$ cat src/rtl/aes_stream_host.sv
// Host-side sequencer for the AES buffer engine: loads a payload into port A of the
// shared BRAM, appends the sentinel, runs the engine and streams the result back out.
module aes_stream_host #(
  parameter int MAX_WORDS      = 256,
  parameter int OUT_BASE       = 257,
  parameter int RD_LATENCY     = 2,
  parameter int TIMEOUT_CYCLES = 65535
) (
  input  logic        clk_in,
  input  logic        rst_in,
  input  logic        start_in,
  input  logic        decrypt_in,
  input  logic        in_valid_in,
  input  logic [31:0] in_data_in,
  input  logic        in_last_in,
  output logic        in_ready_out,
  output logic        out_valid_out,
  output logic [31:0] out_data_out,
  output logic        out_last_out,
  input  logic        out_ready_in,
  output logic [9:0]  mem_addr_out,
  output logic [3:0]  mem_we_out,
  output logic [31:0] mem_data_out,
  input  logic [31:0] mem_data_in,
  output logic [2:0]  aes_ctrl_out,
  input  logic        aes_complete_in,
  output logic        busy_out,
  output logic        done_out,
  output logic [1:0]  err_code_out
);
  localparam logic [31:0] SENTINEL_WORD = 32'hDEADBEEF;
  localparam int TW = $clog2(TIMEOUT_CYCLES + 1);
  localparam int LW = (RD_LATENCY > 1) ? $clog2(RD_LATENCY) : 1;

  typedef enum logic [2:0] {
    IDLE, LOAD, SENTINEL, RUN, DRAIN_ADDR, DRAIN_WAIT, DRAIN_HOLD, FINISH
  } state_t;

  state_t        state_reg, state_next;
  logic [8:0]    n_reg, n_next;
  logic [8:0]    i_reg, i_next;
  logic          decrypt_reg, decrypt_next;
  logic [1:0]    err_reg, err_next;
  logic [TW-1:0] tmo_reg, tmo_next;
  logic [LW-1:0] lat_reg, lat_next;
  logic [31:0]   out_data_reg, out_data_next;
  logic          last_idx;
  logic [2:0]    mode_ctrl;
  logic [9:0]    drain_addr;

  assign last_idx   = (i_reg == n_reg - 9'd1);
  assign mode_ctrl  = decrypt_reg ? 3'b010 : 3'b001;
  assign drain_addr = 10'(OUT_BASE) + {1'b0, i_reg};

  always_ff @(posedge clk_in or posedge rst_in) begin
    if (rst_in) begin
      state_reg    <= IDLE;
      n_reg        <= '0;
      i_reg        <= '0;
      decrypt_reg  <= 1'b0;
      err_reg      <= 2'b00;
      tmo_reg      <= '0;
      lat_reg      <= '0;
      out_data_reg <= '0;
    end else begin
      state_reg    <= state_next;
      n_reg        <= n_next;
      i_reg        <= i_next;
      decrypt_reg  <= decrypt_next;
      err_reg      <= err_next;
      tmo_reg      <= tmo_next;
      lat_reg      <= lat_next;
      out_data_reg <= out_data_next;
    end
  end

  always_comb begin
    state_next    = state_reg;
    n_next        = n_reg;
    i_next        = i_reg;
    decrypt_next  = decrypt_reg;
    err_next      = err_reg;
    tmo_next      = tmo_reg;
    lat_next      = lat_reg;
    out_data_next = out_data_reg;
    case (state_reg)
      IDLE: if (start_in) begin
        decrypt_next = decrypt_in;
        n_next       = '0;
        err_next     = 2'b00;
        tmo_next     = '0;
        state_next   = LOAD;
      end
      LOAD: if (in_valid_in) begin
        n_next = n_reg + 9'd1;
        // A payload sentinel is stored as-is; the engine will stop short there.
        if (in_data_in == SENTINEL_WORD) err_next = 2'b01;
        if (in_last_in) begin
          state_next = SENTINEL;
        end else if (n_reg + 9'd1 == 9'(MAX_WORDS)) begin
          err_next   = 2'b10;
          state_next = FINISH;
        end
      end
      SENTINEL: state_next = RUN;
      RUN: begin
        if (aes_complete_in) begin
          i_next     = '0;
          state_next = DRAIN_ADDR;
        end else begin
          tmo_next = tmo_reg + TW'(1);
          if (tmo_reg == TW'(TIMEOUT_CYCLES - 1)) begin
            err_next   = 2'b11;
            state_next = FINISH;
          end
        end
      end
      DRAIN_ADDR: begin
        lat_next   = '0;
        state_next = DRAIN_WAIT;
      end
      DRAIN_WAIT: begin
        if (lat_reg == LW'(RD_LATENCY - 1)) begin
          out_data_next = mem_data_in;
          state_next    = DRAIN_HOLD;
        end else begin
          lat_next = lat_reg + LW'(1);
        end
      end
      DRAIN_HOLD: if (out_ready_in) begin
        i_next     = i_reg + 9'd1;
        state_next = last_idx ? FINISH : DRAIN_ADDR;
      end
      FINISH:  state_next = IDLE;
      default: state_next = IDLE;
    endcase
  end

  // Port-A and handshake outputs decode straight from state so LOAD writes land in the handshake cycle.
  always_comb begin
    in_ready_out  = 1'b0;
    out_valid_out = 1'b0;
    out_last_out  = 1'b0;
    mem_addr_out  = '0;
    mem_we_out    = 4'h0;
    mem_data_out  = '0;
    aes_ctrl_out  = 3'b000;
    done_out      = 1'b0;
    err_code_out  = 2'b00;
    busy_out      = (state_reg != IDLE);
    case (state_reg)
      LOAD: begin
        in_ready_out = 1'b1;
        mem_addr_out = {1'b0, n_reg};
        mem_data_out = in_data_in;
        mem_we_out   = in_valid_in ? 4'hf : 4'h0;
      end
      SENTINEL: begin
        mem_addr_out = {1'b0, n_reg};
        mem_data_out = SENTINEL_WORD;
        mem_we_out   = 4'hf;
      end
      RUN: aes_ctrl_out = mode_ctrl;
      DRAIN_ADDR, DRAIN_WAIT: begin
        aes_ctrl_out = mode_ctrl;
        mem_addr_out = drain_addr;
      end
      DRAIN_HOLD: begin
        aes_ctrl_out  = mode_ctrl;
        mem_addr_out  = drain_addr;
        out_valid_out = 1'b1;
        out_last_out  = last_idx;
      end
      FINISH: begin
        done_out     = 1'b1;
        err_code_out = err_reg;
      end
      default: ;
    endcase
  end

  assign out_data_out = out_data_reg;
endmodule

$ cat config.mk
export PLATFORM = sky130hd
export DESIGN_NAME = aes_stream_host
export DESIGN_NICKNAME = d
export VERILOG_FILES = /design/src/rtl/aes_stream_host.sv
export SDC_FILE = /design/constraint.sdc
export NUM_CORES = 1
export LEC_CHECK = 0
export BUFFER_PORTS_ARGS = -buffer_cell sky130_fd_sc_hd__buf_2
export CAP_MARGIN = 20
export CORE_MARGIN = 5
export CORE_UTILIZATION = 50
export CTS_CLUSTER_SIZE = 28
export DETAILED_ROUTE_END_ITERATION = 10
export PLACE_DENSITY = 0.8
export RECOVER_POWER = 25
export SLEW_MARGIN = 20
export SYNTH_ARGS = -nofsm -noshare
export SYNTH_HDL_FRONTEND = slang
export SYNTH_SLANG_ARGS = --single-unit
export TNS_END_PERCENT = 30
$ cat constraint.sdc
create_clock -name clk_in -period 2.9 [get_ports clk_in]
set_clock_uncertainty 0.15 [all_clocks]
set_input_delay 0.58 -clock clk_in [delete_from_list [all_inputs] [get_ports clk_in]]
set_output_delay 0.58 -clock clk_in [all_outputs]
set_load 0.02 [all_outputs]
==> results of run 1 <==
[per-layer routing]
metal  vias to the layer above  track usage  share of wire
li1                       2022            -              -
met1                      1991        0.296           0.42
met2                       245        0.398           0.48
met3                        16       0.0391          0.082
met4                         0       0.0842          0.018
met5                         -            0              0
[layout by cell type (no fill, tap or decap), types with 8 or more instances in the layout]
master / count
sky130_fd_sc_hd__nand3_1: 19
sky130_fd_sc_hd__dfrtp_2: 8
sky130_fd_sc_hd__buf_2: 156
sky130_fd_sc_hd__nand2_1: 32
sky130_fd_sc_hd__inv_1: 11
sky130_fd_sc_hd__buf_4: 29
sky130_fd_sc_hd__dfrtp_1: 65
sky130_fd_sc_hd__a21o_1: 26
sky130_fd_sc_hd__and2_1: 9
sky130_fd_sc_hd__o21ai_0: 28
sky130_fd_sc_hd__clkbuf_8: 9
sky130_fd_sc_hd__nand4_1: 11
sky130_fd_sc_hd__mux2_2: 34
sky130_fd_sc_hd__and3_1: 9
sky130_fd_sc_hd__xor2_1: 18
sky130_fd_sc_hd__a21oi_1: 19
sky130_fd_sc_hd__xnor2_1: 17
sky130_fd_sc_hd__nor2_1: 36
[path summary, 6_finish.rpt]
| kind | from | to | slack, ns | cells past startpoint |
|---|---|---|---|---|
| setup / recovery | n_reg[0] | out_last_out | -0.08 | 7 |
| hold / removal | mem_data_in[16] | out_data_out[16] | 0.29 | 2 |
| setup reg to reg | n_reg[3] | state_reg[1] | 0.58 | 7 |
| hold reg to reg | out_data_out[19] | out_data_out[19] | 0.35 | 1 |
| max in group asynchronous | rst_in | n_reg[2] | 0.56 | 3 |
| min in group asynchronous | rst_in | out_data_out[20] | 0.32 | 2 |
[worst reg2reg max path, cell delays in order (launching register included)]
cell and delay [ns]:
sky130_fd_sc_hd__dfrtp_2 0.44, sky130_fd_sc_hd__buf_4 0.17, sky130_fd_sc_hd__nor4_2 0.53, sky130_fd_sc_hd__o21ai_0 0.17, sky130_fd_sc_hd__a31oi_1 0.20, sky130_fd_sc_hd__o311ai_0 0.16
sky130_fd_sc_hd__a41oi_1 0.29, sky130_fd_sc_hd__nand3_1 0.09
[area by class of cell]
class,count,area [um^2]
fillers,705,3000
multi-input cells,353,2490
flip-flops and latches,73,1840
repair buffers,187,1010
well taps,108,135
clock buffers,9,124
clock inverters,7,78.8
inverters,12,45.0
[where the power goes]
| part | total, mW | switching, mW | internal (mW) |
|---|---|---|---|
| clock | 0.830 | 0.424 | 0.406 |
| sequential | 1.54 | 0.191 | 1.35 |
| combinational | 3.49 | 2.09 | 1.40 |
[cell families (layout without fill, tap and decap cells)]
| kind of cell | after synthesis | count (layout) | synth area share |
|---|---|---|---|
| AO/OA/AOI/OAI | 106 | 106 | 0.156 |
| XOR/XNOR | 35 | 35 | 0.0687 |
| adder cells (fa/ha/maj) | 5 | 5 | 0.0140 |
| buffers and inverters | 47 | 215 | 0.0488 |
| flip-flops | 73 | 73 | 0.410 |
| multiplexers | 35 | 35 | 0.0881 |
| other | 1 | 1 | 0.000841 |
| AND/OR/NAND/NOR | 171 | 171 | 0.214 |
[metrics by stage]
stage                     setup TNS [ns]  hold WS, ns  instances  setup slack (ns)   util
after floorplan                        0        0.324        473             0.267      -
after global placement                 0        0.331        722             0.210  0.615
after detailed placement               0        0.337        722             0.176  0.615
after CTS                        -0.0359        0.168        748           -0.0359  0.653
after global routing              -0.156        0.287        749            -0.156  0.656
final                            -0.0756        0.294        749           -0.0756  0.656
[what timing repair did]
action / CTS / global route
endpoints found under the setup margin: 1 / 4
resized for setup: 14 / 13
setup buffers: 10 / 1
pin swaps: 4 / 7
==> flow_summary.rst, run 1 <==
.. list-table::
   :header-rows: 1

   * - Metric
     - Value
   * - Result of the run
     - finished with violations
   * - Failing checks
     - negative setup slack
   * - Total count of hold-check failures in the final report
     - 0
   * - Net total in the final layout
     - between 700 and 800
   * - Slowest cell on the critical path
     - sky130_fd_sc_hd__or4_4
   * - Number of iterations in the first detailed-routing pass
     - 5
   * - Synthesis Warnings
     - 0
   * - Area added between synthesis and finish
     - 28.3%
   * - Crit Path Category
     - flip-flop to output port
   * - Share of the synthesized area in the top cell type
     - 0.410
   * - Critical Path End Type
     - output port
   * - Post-placement cell area
     - between 5000 and 6000 um^2
   * - FF+latch count, synth
     - 73
   * - Via-to-Cell Ratio
     - 5.71
   * - TritonCTS clock tree
     - yes
   * - Quantity of hold-fixing buffers added after cts
     - 0
   * - Clock transition at the register clock pins on the worst setup and hold paths after CTS
     - 0.09 ns
   * - Total DRC errors in the routed layout
     - 0
   * - Maximum frequency from static timing analysis
     - 336 MHz
   * - Post-route cell area
     - 5720 um^2
   * - CP Cell Sequence
     - inv_2 > ha_4 > xor2_1 > nand3_1 > or4_4 > nor3_4 > buf_6
   * - Ratio of cells with drive above 1 in the final layout
     - 0.421
   * - Post-Synthesis Net Count
     - 550
   * - Path class of the lowest-slack min-delay path
     - input pin to flip-flop
   * - Total routing usage reported by global routing
     - 0.233
   * - Setup Viol. Count Final
     - 1
   * - Max cap viols
     - 0
   * - Transition time at the pin with the least slew margin
     - approximately 1.1 ns
   * - Share of the yosys chip area belonging to registers
     - 0.410
   * - Congestion Overflow GR
     - 0
   * - Initial standard-cell utilization of the core
     - 0.511
   * - Clock period minus final worst setup slack
     - 2.98 ns
   * - Netlist area before placement
     - 4460 um^2
   * - Final period utilization
     - 1.03
   * - Count of flip-flops with a built-in enable after synthesis
     - 0
   * - Placer Congestion
     - 0.861
   * - Worst Setup Slack, final
     - -0.0756 ns
   * - Largest register FFs
     - 32
   * - Synth top cells by count
     - sky130_fd_sc_hd__dfrtp_1, sky130_fd_sc_hd__nor2_1, sky130_fd_sc_hd__mux2_2, sky130_fd_sc_hd__nand2_1, sky130_fd_sc_hd__o21ai_0
   * - Number of clock sinks seen by CTS
     - 73
   * - Static Leak
     - 2.91 nW
   * - Maximum number of pins on one net before global-route repair
     - 45
   * - Cell family with the largest share of critical-path delay
     - simple AND/OR/NAND/NOR gates
   * - Placement row count
     - 34
   * - Gate Count Post-Synth
     - 473
   * - Via total after detailed routing
     - 4274
   * - Highest ir drop seen on vdd
     - slightly above 0.5 mV
   * - Cell types occupying the most area after synthesis
     - sky130_fd_sc_hd__dfrtp_1, sky130_fd_sc_hd__mux2_2, sky130_fd_sc_hd__a21o_1, sky130_fd_sc_hd__xor2_1, sky130_fd_sc_hd__xnor2_1
   * - Number of port buffers
     - 158
   * - Fraction of synthesis flops using an asynchronous set or reset pin
     - 1.00
   * - Max FO, Critical Path
     - 4
   * - Worst Path Arrival
     - 2.25 ns
   * - Cell taking the most area after synthesis
     - sky130_fd_sc_hd__dfrtp_1
   * - Worst-skew pair later-pin latency
     - 0.36 ns
   * - Worst setup SP type
     - flip-flop
   * - Antenna Nets Post-Route
     - 0
   * - Depth of the CTS H-tree
     - 3
   * - Flip-flop cell with the highest count after synthesis
     - sky130_fd_sc_hd__dfrtp_1
   * - Power, Total
     - 5.86 mW
   * - Synthesized area per cell
     - 9.43 um^2
   * - Clock tree buffer depth
     - 2
   * - Leading cell type by number of instances after synthesis
     - sky130_fd_sc_hd__dfrtp_1
   * - Vias in the first global route
     - between 4000 and 5000
   * - Antenna fix cells
     - 0
   * - Die outline height
     - 104 um
   * - Final Slew Violations
     - 0
   * - TritonCTS buffer count
     - 9
   * - Delay of the slowest cell on the worst path
     - 0.51 ns
   * - WP data required
     - 2.17 ns
   * - Horizontal extent of the die
     - approximately 100 um
   * - Buffers and inverters on the worst path
     - 2
   * - Number of distinct library cell variants in the gate-level netlist after synthesis
     - 60
   * - Placeable core area
     - 8720 um^2
   * - Slew HR
     - 0.265
   * - Number of antenna violations at the first check in global routing
     - 0
   * - CTS root buffer
     - sky130_fd_sc_hd__clkbuf_8
   * - Iter 0 DRT Violations
     - 378
   * - Detailed-placement wirelength estimate
     - 9.36 mm
   * - Routed wire per std cell
     - roughly 17 um
   * - Boundary pin count
     - 160
   * - RSZ-0062 raised after global routing
     - yes
   * - Drt total wl
     - 12.6 mm
   * - Global-route wire length before repair
     - 21.0 mm
   * - Die Outline Area
     - 10900 um^2
   * - Power Dens Cells
     - 1020 nW/um^2
Power figures use the tool's default switching activity.
==> run 2: changes to the inputs <==
- ABC_AREA: default -> 1
- BUFFER_PORTS_ARGS: -buffer_cell sky130_fd_sc_hd__buf_2 -> default
- CORE_UTILIZATION: 50 -> 60
- DONT_BUFFER_PORTS: default -> 1
- PLACE_DENSITY: 0.8 -> 0.76
==> flow_summary.rst, run 2 <==
.. list-table::
   :header-rows: 1

   * - Metric
     - Value
   * - Antenna Nets Post-Route
     - 0 (unchanged)
   * - Cell types occupying the most area after synthesis
     - sky130_fd_sc_hd__dfrtp_1, sky130_fd_sc_hd__nand2_1, sky130_fd_sc_hd__inv_1, sky130_fd_sc_hd__mux2_2, sky130_fd_sc_hd__nor2_1
   * - TritonCTS clock tree
     - yes
   * - Worst Setup Slack, final
     - -0.0352 ns (+0.0404 ns)
   * - Total routing usage reported by global routing
     - 0.240 (+0.00706)
   * - Worst-skew pair later-pin latency
     - 0.35 ns (about the same)
   * - Ratio of cells with drive above 1 in the final layout
     - 0.156 (-0.266)
   * - Placer Congestion
     - 0.976 (+13%)
   * - Most frequent standard cell in the layout excluding fill and tap cells
     - sky130_fd_sc_hd__nand2_1
   * - Post-Synthesis Net Count
     - 678 (+23%)
   * - Post-route cell area
     - 4950 um^2 (-13%)
   * - Die outline height
     - 97.1 um (-7.1%)
   * - Setup Viol. Count Final
     - 1 (unchanged)
   * - Highest ir drop seen on vdd
     - 0.600 mV (+19%)
   * - Synthesis Warnings
     - 0 (unchanged)
   * - Cell taking the most area after synthesis
     - sky130_fd_sc_hd__dfrtp_1
   * - Clock period minus final worst setup slack
     - 2.94 ns (-0.0404 ns)
   * - Transition time at the pin with the least slew margin
     - 0.918 ns (-0.185 ns)
   * - Number of antenna violations at the first check in global routing
     - 0 (unchanged)
   * - Max FO, Critical Path
     - 6 (+2)
   * - Via-to-Cell Ratio
     - 5.62 (-1.6%)
   * - WP data required
     - 2.17 ns (about the same)
   * - FF+latch count, synth
     - 73 (unchanged)
   * - Gate Count Post-Synth
     - 601 (+27%)
   * - Global-route wire length before repair
     - 18.8 mm (-11%)
   * - Final Slew Violations
     - 0 (unchanged)
   * - Number of iterations in the first detailed-routing pass
     - 6 (+1)
   * - Number of clock sinks seen by CTS
     - 73 (unchanged)
   * - Count of flip-flops with a built-in enable after synthesis
     - 0 (unchanged)
   * - Congestion Overflow GR
     - 0 (unchanged)
   * - Synthesized area per cell
     - 7.57 um^2 (-20%)
   * - Final period utilization
     - 1.01 (-0.0139)
   * - Fraction of synthesis flops using an asynchronous set or reset pin
     - 1.00 (unchanged)
   * - Path class of the lowest-slack min-delay path
     - input pin to flip-flop
   * - Worst setup SP type
     - flip-flop
   * - Share of the synthesized area in the top cell type
     - 0.402 (-0.00811)
   * - Initial standard-cell utilization of the core
     - 0.621 (+0.109)
   * - Post-placement cell area
     - 4740 um^2 (-12%)
   * - Drt total wl
     - 11.5 mm (-9.1%)
   * - Static Leak
     - 2.48 nW (-15%)
   * - Antenna fix cells
     - 0 (unchanged)
   * - Maximum number of pins on one net before global-route repair
     - 33 (-27%)
   * - Boundary pin count
     - 160 (unchanged)
   * - Flip-flop cell with the highest count after synthesis
     - sky130_fd_sc_hd__dfrtp_1
   * - Netlist area before placement
     - 4550 um^2 (+2.0%)
   * - Total DRC errors in the routed layout
     - 0 (unchanged)
   * - Worst Path Arrival
     - 2.21 ns (-0.04 ns)
   * - Die Outline Area
     - 9420 um^2 (-14%)
   * - Area added between synthesis and finish
     - 8.83%
   * - Clock transition at the register clock pins on the worst setup and hold paths after CTS
     - 0.09 ns (about the same)
   * - Via total after detailed routing
     - 4055 (-5.1%)
   * - Horizontal extent of the die
     - 97.1 um (-7.1%)
   * - Clock tree buffer depth
     - 2 (unchanged)
   * - Routed wire per std cell
     - 15.9 um (-5.7%)
   * - TritonCTS buffer count
     - 9 (unchanged)
   * - Number of port buffers
     - 0 (-100%)
   * - Share of the yosys chip area belonging to registers
     - 0.402 (-0.00811)
   * - CTS root buffer
     - sky130_fd_sc_hd__clkbuf_8
   * - Maximum frequency from static timing analysis
     - 341 MHz (+1.4%)
   * - RSZ-0062 raised after global routing
     - yes
   * - Number of distinct library cell variants in the gate-level netlist after synthesis
     - 37 (-38%)
   * - Depth of the CTS H-tree
     - 3 (unchanged)
   * - Power Dens Cells
     - 1070 nW/um^2 (+4.8%)
   * - Commonest cells after routing, fill and taps aside
     - sky130_fd_sc_hd__nand2_1, sky130_fd_sc_hd__inv_1, sky130_fd_sc_hd__dfrtp_1
   * - Synth top cells by count
     - sky130_fd_sc_hd__nand2_1, sky130_fd_sc_hd__inv_1, sky130_fd_sc_hd__dfrtp_1, sky130_fd_sc_hd__nor2_1, sky130_fd_sc_hd__nand3_1
   * - Crit Path Category
     - flip-flop to output port
   * - Largest register FFs
     - 32 (unchanged)
   * - Total negative setup slack
     - -0.0352 ns (+0.0404 ns)
   * - Iter 0 DRT Violations
     - 276 (-27%)
   * - Detailed-placement wirelength estimate
     - 9.00 mm (-3.9%)
   * - Vias in the first global route
     - 3855 (-11%)
   * - Leading cell type by number of instances after synthesis
     - sky130_fd_sc_hd__nand2_1
   * - Net total in the final layout
     - 695 (-2.5%)
   * - Slew HR
     - 0.387 (+0.123)
   * - Result of the run
     - finished with violations
   * - Failing checks
     - negative setup slack
   * - Critical Path End Type
     - output port
   * - Placeable core area
     - 7330 um^2 (-16%)
   * - Total count of hold-check failures in the final report
     - 0 (unchanged)
   * - Max cap viols
     - 0 (unchanged)
   * - Placement row count
     - 31 (-8.8%)
## run 2: changes by cell type after synthesis, moves of 8 or more
| cell | before | now |
|---|---|---|
| sky130_fd_sc_hd__and3_1 | 11 | 3 |
| sky130_fd_sc_hd__inv_2 | 0 | 8 |
| sky130_fd_sc_hd__and2_1 | 9 | 0 |
| sky130_fd_sc_hd__inv_1 | 12 | 76 |
| sky130_fd_sc_hd__xnor2_1 | 17 | 4 |
| sky130_fd_sc_hd__a21o_1 | 26 | 0 |
| sky130_fd_sc_hd__clkbuf_1 | 19 | 3 |
| sky130_fd_sc_hd__o22ai_1 | 0 | 21 |
| sky130_fd_sc_hd__mux2_2 | 34 | 25 |
| sky130_fd_sc_hd__nand2_1 | 32 | 170 |
| sky130_fd_sc_hd__nor2_1 | 36 | 63 |
| sky130_fd_sc_hd__a21oi_1 | 19 | 11 |
| sky130_fd_sc_hd__nand3_1 | 20 | 30 |
## run 2: report_power, final
part           switching [mW]  internal [mW]  leakage, nW
Combinational            1.72          0.839         1.46
Clock                   0.417          0.325       0.0919
Sequential              0.630           1.38        0.925
Total                    2.77           2.54         2.48
## run 2: stage by stage
| step | instances | hold slack [ns] | utilization | power [mW] | setup slack (ns) |
|---|---|---|---|---|---|
| 6_report | 722 | 0.205 | 0.675 | 5.31 | -0.0352 |
| 3_5_place_dp | 704 | 0.317 | 0.646 | 4.55 | 0.333 |
| 4_1_cts | 721 | 0.199 | 0.673 | 5.30 | 0.000838 |
| 3_3_place_gp | 704 | 0.319 | 0.646 | 4.47 | 0.366 |
| 5_1_grt | 722 | 0.189 | 0.675 | 5.69 | -0.227 |
| 2_1_floorplan | 601 | 0.291 | - | 4.00 | 0.317 |
## run 2: layout make-up
cell class / count / area [um^2]
clock buffers: 9 / 124
clock inverters: 7 / 62.6
fillers: 565 / 2380
inverters: 85 / 319
multi-input cells: 425 / 2300
flip-flops and latches: 73 / 1830
well taps: 99 / 124
repair buffers: 24 / 193
## run 2: cells by family after synthesis
group           count (synthesis)  synth area share
fa+ha+maj                       5            0.0138
xor+xnor                       15            0.0289
other cells                     1          0.000824
flops                          73             0.402
compound gates                 69            0.0910
buf+inv                       103            0.0952
mux                            32            0.0792
simple gates                  303             0.290
## run 2: layer usage
metal | track usage | vias to the layer above | wire length (um)
met5 | 0 | - | 0
met3 | 0.0876 | 13 | 1250
met4 | 0.0508 | 0 | 89
met1 | 0.303 | 1849 | 4610
li1 | - | 1961 | -
met2 | 0.397 | 232 | 5500
## run 2: critical path, cell delays in order (launching register included)
cell                      delay (ns)
sky130_fd_sc_hd__dfrtp_1        0.45
sky130_fd_sc_hd__inv_1          0.18
sky130_fd_sc_hd__ha_1           0.25
sky130_fd_sc_hd__nand2_1        0.08
sky130_fd_sc_hd__nor2_1         0.18
sky130_fd_sc_hd__nand3_1        0.09
sky130_fd_sc_hd__nand2_1        0.10
sky130_fd_sc_hd__nor2_1         0.05
sky130_fd_sc_hd__nor2_1         0.13
sky130_fd_sc_hd__nand3_1        0.18
sky130_fd_sc_hd__inv_2          0.17
## run 2: what timing repair did
action | 4_1_cts | 5_1_grt
gates resized for setup | 2 | 4
endpoints found under the hold margin | 21 | 0
setup endpoints to repair | 3 | 11
hold buffers | 1 | 0
setup buffers | 0 | 1
## run 2: worst paths after layout
| path | start | endpoint | slack, ns | depth (start not counted) |
|---|---|---|---|---|
| max | n_reg[0] | out_last_out | -0.04 | 10 |
| min | mem_data_in[10] | out_data_out[10] | 0.20 | 1 |
| max reg2reg | state_reg[1] | i_reg[7] | 0.69 | 7 |
| min reg2reg | err_reg[1] | err_reg[1] | 0.33 | 2 |
| max in group asynchronous | rst_in | state_reg[2] | 0.78 | 3 |
| min in group asynchronous | rst_in | out_data_out[7] | 0.73 | 2 |
==> run 3: changes to the inputs <==
- CORE_UTILIZATION: 60 -> 47
- PLACE_DENSITY: 0.76 -> 0.62
==> flow_summary.rst, run 3 (synthesis results as in run 2) <==
.. list-table::
   :header-rows: 1

   * - Metric
     - Value
   * - Placeable core area
     - 9590 um^2 (+31%)
   * - Net total in the final layout
     - 704 (+1.3%)
   * - Power Dens Cells
     - 1060 nW/um^2 (-1.1%)
   * - Congestion Overflow GR
     - 0 (unchanged)
   * - Clock share of power
     - 0.141 (about the same)
   * - Worst-skew pair later-pin latency
     - 0.36 ns (about the same)
   * - Transition time at the pin with the least slew margin
     - 1.02 ns (+0.0981 ns)
   * - Boundary pin count
     - 160 (unchanged)
   * - Number of clock sinks seen by CTS
     - 73 (unchanged)
   * - Clock transition at the register clock pins on the worst setup and hold paths after CTS
     - 0.09 ns (about the same)
   * - Antenna Nets Post-Route
     - 0 (unchanged)
   * - Setup Viol. Count Final
     - 0 (-1)
   * - Crit Path Category
     - flip-flop to output port
   * - Max cap viols
     - 0 (unchanged)
   * - Capture instance of the worst register-to-register path
     - tmo_reg[9]
   * - TritonCTS clock tree
     - yes
   * - Clock period minus final worst setup slack
     - 2.80 ns (-0.136 ns)
   * - Power, Total
     - 5.37 mW (+1.2%)
   * - Total DRC errors in the routed layout
     - 0 (unchanged)
   * - Antenna fix cells
     - 0 (unchanged)
   * - Number of antenna violations at the first check in global routing
     - 0 (unchanged)
   * - Share of total power in combinational logic
     - 0.487 (+0.005)
   * - Worst reg-to-reg path cell count
     - 10 (+3)
   * - Critical Path End Type
     - output port
   * - Result of the run
     - complete, no violations
   * - Maximum frequency from static timing analysis
     - 357 MHz (+4.9%)
   * - Commonest cells after routing, fill and taps aside
     - sky130_fd_sc_hd__nand2_1, sky130_fd_sc_hd__inv_1, sky130_fd_sc_hd__dfrtp_1
   * - Initial standard-cell utilization of the core
     - 0.474 (-0.146)
   * - Most frequent standard cell in the layout excluding fill and tap cells
     - sky130_fd_sc_hd__nand2_1
   * - Slack of the worst reg-to-reg path
     - 0.82 ns (+0.13 ns)
   * - Routed wire per std cell
     - 15.6 um (-1.4%)
   * - Total count of hold-check failures in the final report
     - 0 (unchanged)
   * - Maximum number of pins on one net before global-route repair
     - 33 (unchanged)
   * - Ratio of cells with drive above 1 in the final layout
     - 0.174 (+0.0184)
   * - Worst Path Arrival
     - 2.07 ns (-0.14 ns)
   * - Via total after detailed routing
     - 4059 (+0.099%)
   * - Worst setup path endpoint
     - out_last_out
   * - Clock tree buffer depth
     - 2 (unchanged)
   * - Static Leak
     - 2.52 nW (+1.6%)
   * - Worst setup SP type
     - flip-flop
   * - Drt total wl
     - 12.0 mm (+4.5%)
   * - WP data required
     - 2.17 ns (about the same)
   * - Depth of the CTS H-tree
     - 3 (unchanged)
   * - Path class of the lowest-slack min-delay path
     - input pin to flip-flop
   * - Placer Congestion
     - 0.959 (-1.8%)
   * - TritonCTS buffer count
     - 9 (unchanged)
   * - Net switching power
     - 2.78 mW (+0.63%)
   * - Total routing usage reported by global routing
     - 0.205 (-0.0347)
   * - Area added between synthesis and finish
     - 11.4%
   * - Highest ir drop seen on vdd
     - 0.425 mV (-29%)
   * - Crit Reg-Reg Startpoint
     - state_reg[1]
   * - Fill cells
     - 930 (+65%)
   * - Placement row count
     - 36 (+16%)
   * - Switching portion of total power
     - 0.518 (-0.00295)
   * - Detailed-placement wirelength estimate
     - 9.37 mm (+4.1%)
   * - Worst hold margin
     - 0.198 ns (-0.00725 ns)
   * - Horizontal extent of the die
     - 108 um (+12%)
   * - Int Pwr
     - 2.59 mW (+1.8%)
   * - Post-CTS Repair Setup Buffers
     - 0 (unchanged)
   * - Via-to-Cell Ratio
     - 5.31 (-5.5%)
   * - CTS root buffer
     - sky130_fd_sc_hd__clkbuf_8
   * - Vias in the first global route
     - 3838 (-0.44%)
   * - Global-route wire length before repair
     - 18.9 mm (+0.81%)
   * - Final Slew Violations
     - 0 (unchanged)
   * - Number of iterations in the first detailed-routing pass
     - 5 (-1)
   * - Largest register FFs
     - 32 (unchanged)
   * - Die Outline Area
     - 11700 um^2 (+25%)
   * - Iter 0 DRT Violations
     - 298 (+8.0%)
   * - Final period utilization
     - 0.965 (-0.0469)
   * - Share of total power in sequential cells
     - 0.372 (-0.007)
   * - Max FO, Critical Path
     - 6 (unchanged)
   * - Die outline height
     - 108 um (+12%)
   * - Crit. Startpoint
     - n_reg[0]
   * - Slew HR
     - 0.322 (-0.0654)
   * - Number of port buffers
     - 0 (unchanged)
run 3: area by class of cell:
type,count,area [um^2],area share
clock inverters,7,61.3,0.0121
well taps,133,166,0.0328
clock buffers,9,124,0.0245
repair buffers,33,263,0.0519
inverters,85,319,0.0630
flip-flops and latches,73,1830,0.361
multi-input cells,425,2300,0.454
run 3: worst min path at each step:
stage / endpoint / start / slack, ns / depth (start not counted)
2_1_floorplan: err_reg[1] / err_reg[1] / 0.29 / 2
3_3_place_gp: err_reg[1] / err_reg[1] / 0.31 / 2
3_5_place_dp: err_reg[1] / err_reg[1] / 0.31 / 2
4_1_cts: out_data_out[3] / mem_data_in[3] / 0.18 / 1
5_1_grt: out_data_out[3] / mem_data_in[3] / 0.17 / 1
6_report: out_data_out[3] / mem_data_in[3] / 0.20 / 1
run 3: power groups by stage:
stage | registers [mW] | clock network, mW | logic (mW)
6_report | 2.00 | 0.757 | 2.62
2_1_floorplan | 1.89 | 0 | 2.11
3_5_place_dp | 2.01 | 0 | 2.61
4_1_cts | 1.99 | 0.784 | 2.62
3_3_place_gp | 2.00 | 0 | 2.58
5_1_grt | 2.05 | 0.828 | 2.89
run 3: timing repair:
| item | CTS | global route |
|---|---|---|
| hold buffers | 1 | 0 |
| endpoints found under the setup margin | 1 | 6 |
| gates resized for setup | 2 | 9 |
| endpoints found under the hold margin | 7 | 0 |
run 3: metal layers:
layer	global-route usage	vias to the layer above	part of all wire
li1	-	1977	-
met1	0.272	1874	0.42
met2	0.321	194	0.46
met3	0.0627	14	0.098
met4	0.0694	0	0.016
met5	0	-	0
run 3: worst max-delay path, stage by stage (launching register included):
cell and delay (ns):
sky130_fd_sc_hd__dfrtp_2 0.46, sky130_fd_sc_hd__inv_2 0.11, sky130_fd_sc_hd__ha_2 0.28, sky130_fd_sc_hd__inv_1 0.09, sky130_fd_sc_hd__nand2_1 0.05, sky130_fd_sc_hd__nand2_1 0.05, sky130_fd_sc_hd__nand2_1 0.05, sky130_fd_sc_hd__nor2_1 0.08
sky130_fd_sc_hd__nand3_1 0.11, sky130_fd_sc_hd__nor2_1 0.15, sky130_fd_sc_hd__nand3_2 0.14, sky130_fd_sc_hd__inv_2 0.13
run 3: per-stage QoR:
| step | util | setup TNS, ns | instances | setup slack, ns | cell area [um^2] |
|---|---|---|---|---|---|
| floorplan | - | 0 | 601 | 0.317 | 4550 |
| global placement | 0.506 | 0 | 748 | 0.461 | 4850 |
| detailed placement | 0.506 | 0 | 748 | 0.348 | 4850 |
| CTS | 0.526 | 0 | 765 | 0.0188 | 5050 |
| global route | 0.528 | -0.0152 | 765 | -0.0152 | 5070 |
| finish | 0.528 | 0 | 765 | 0.101 | 5070 |
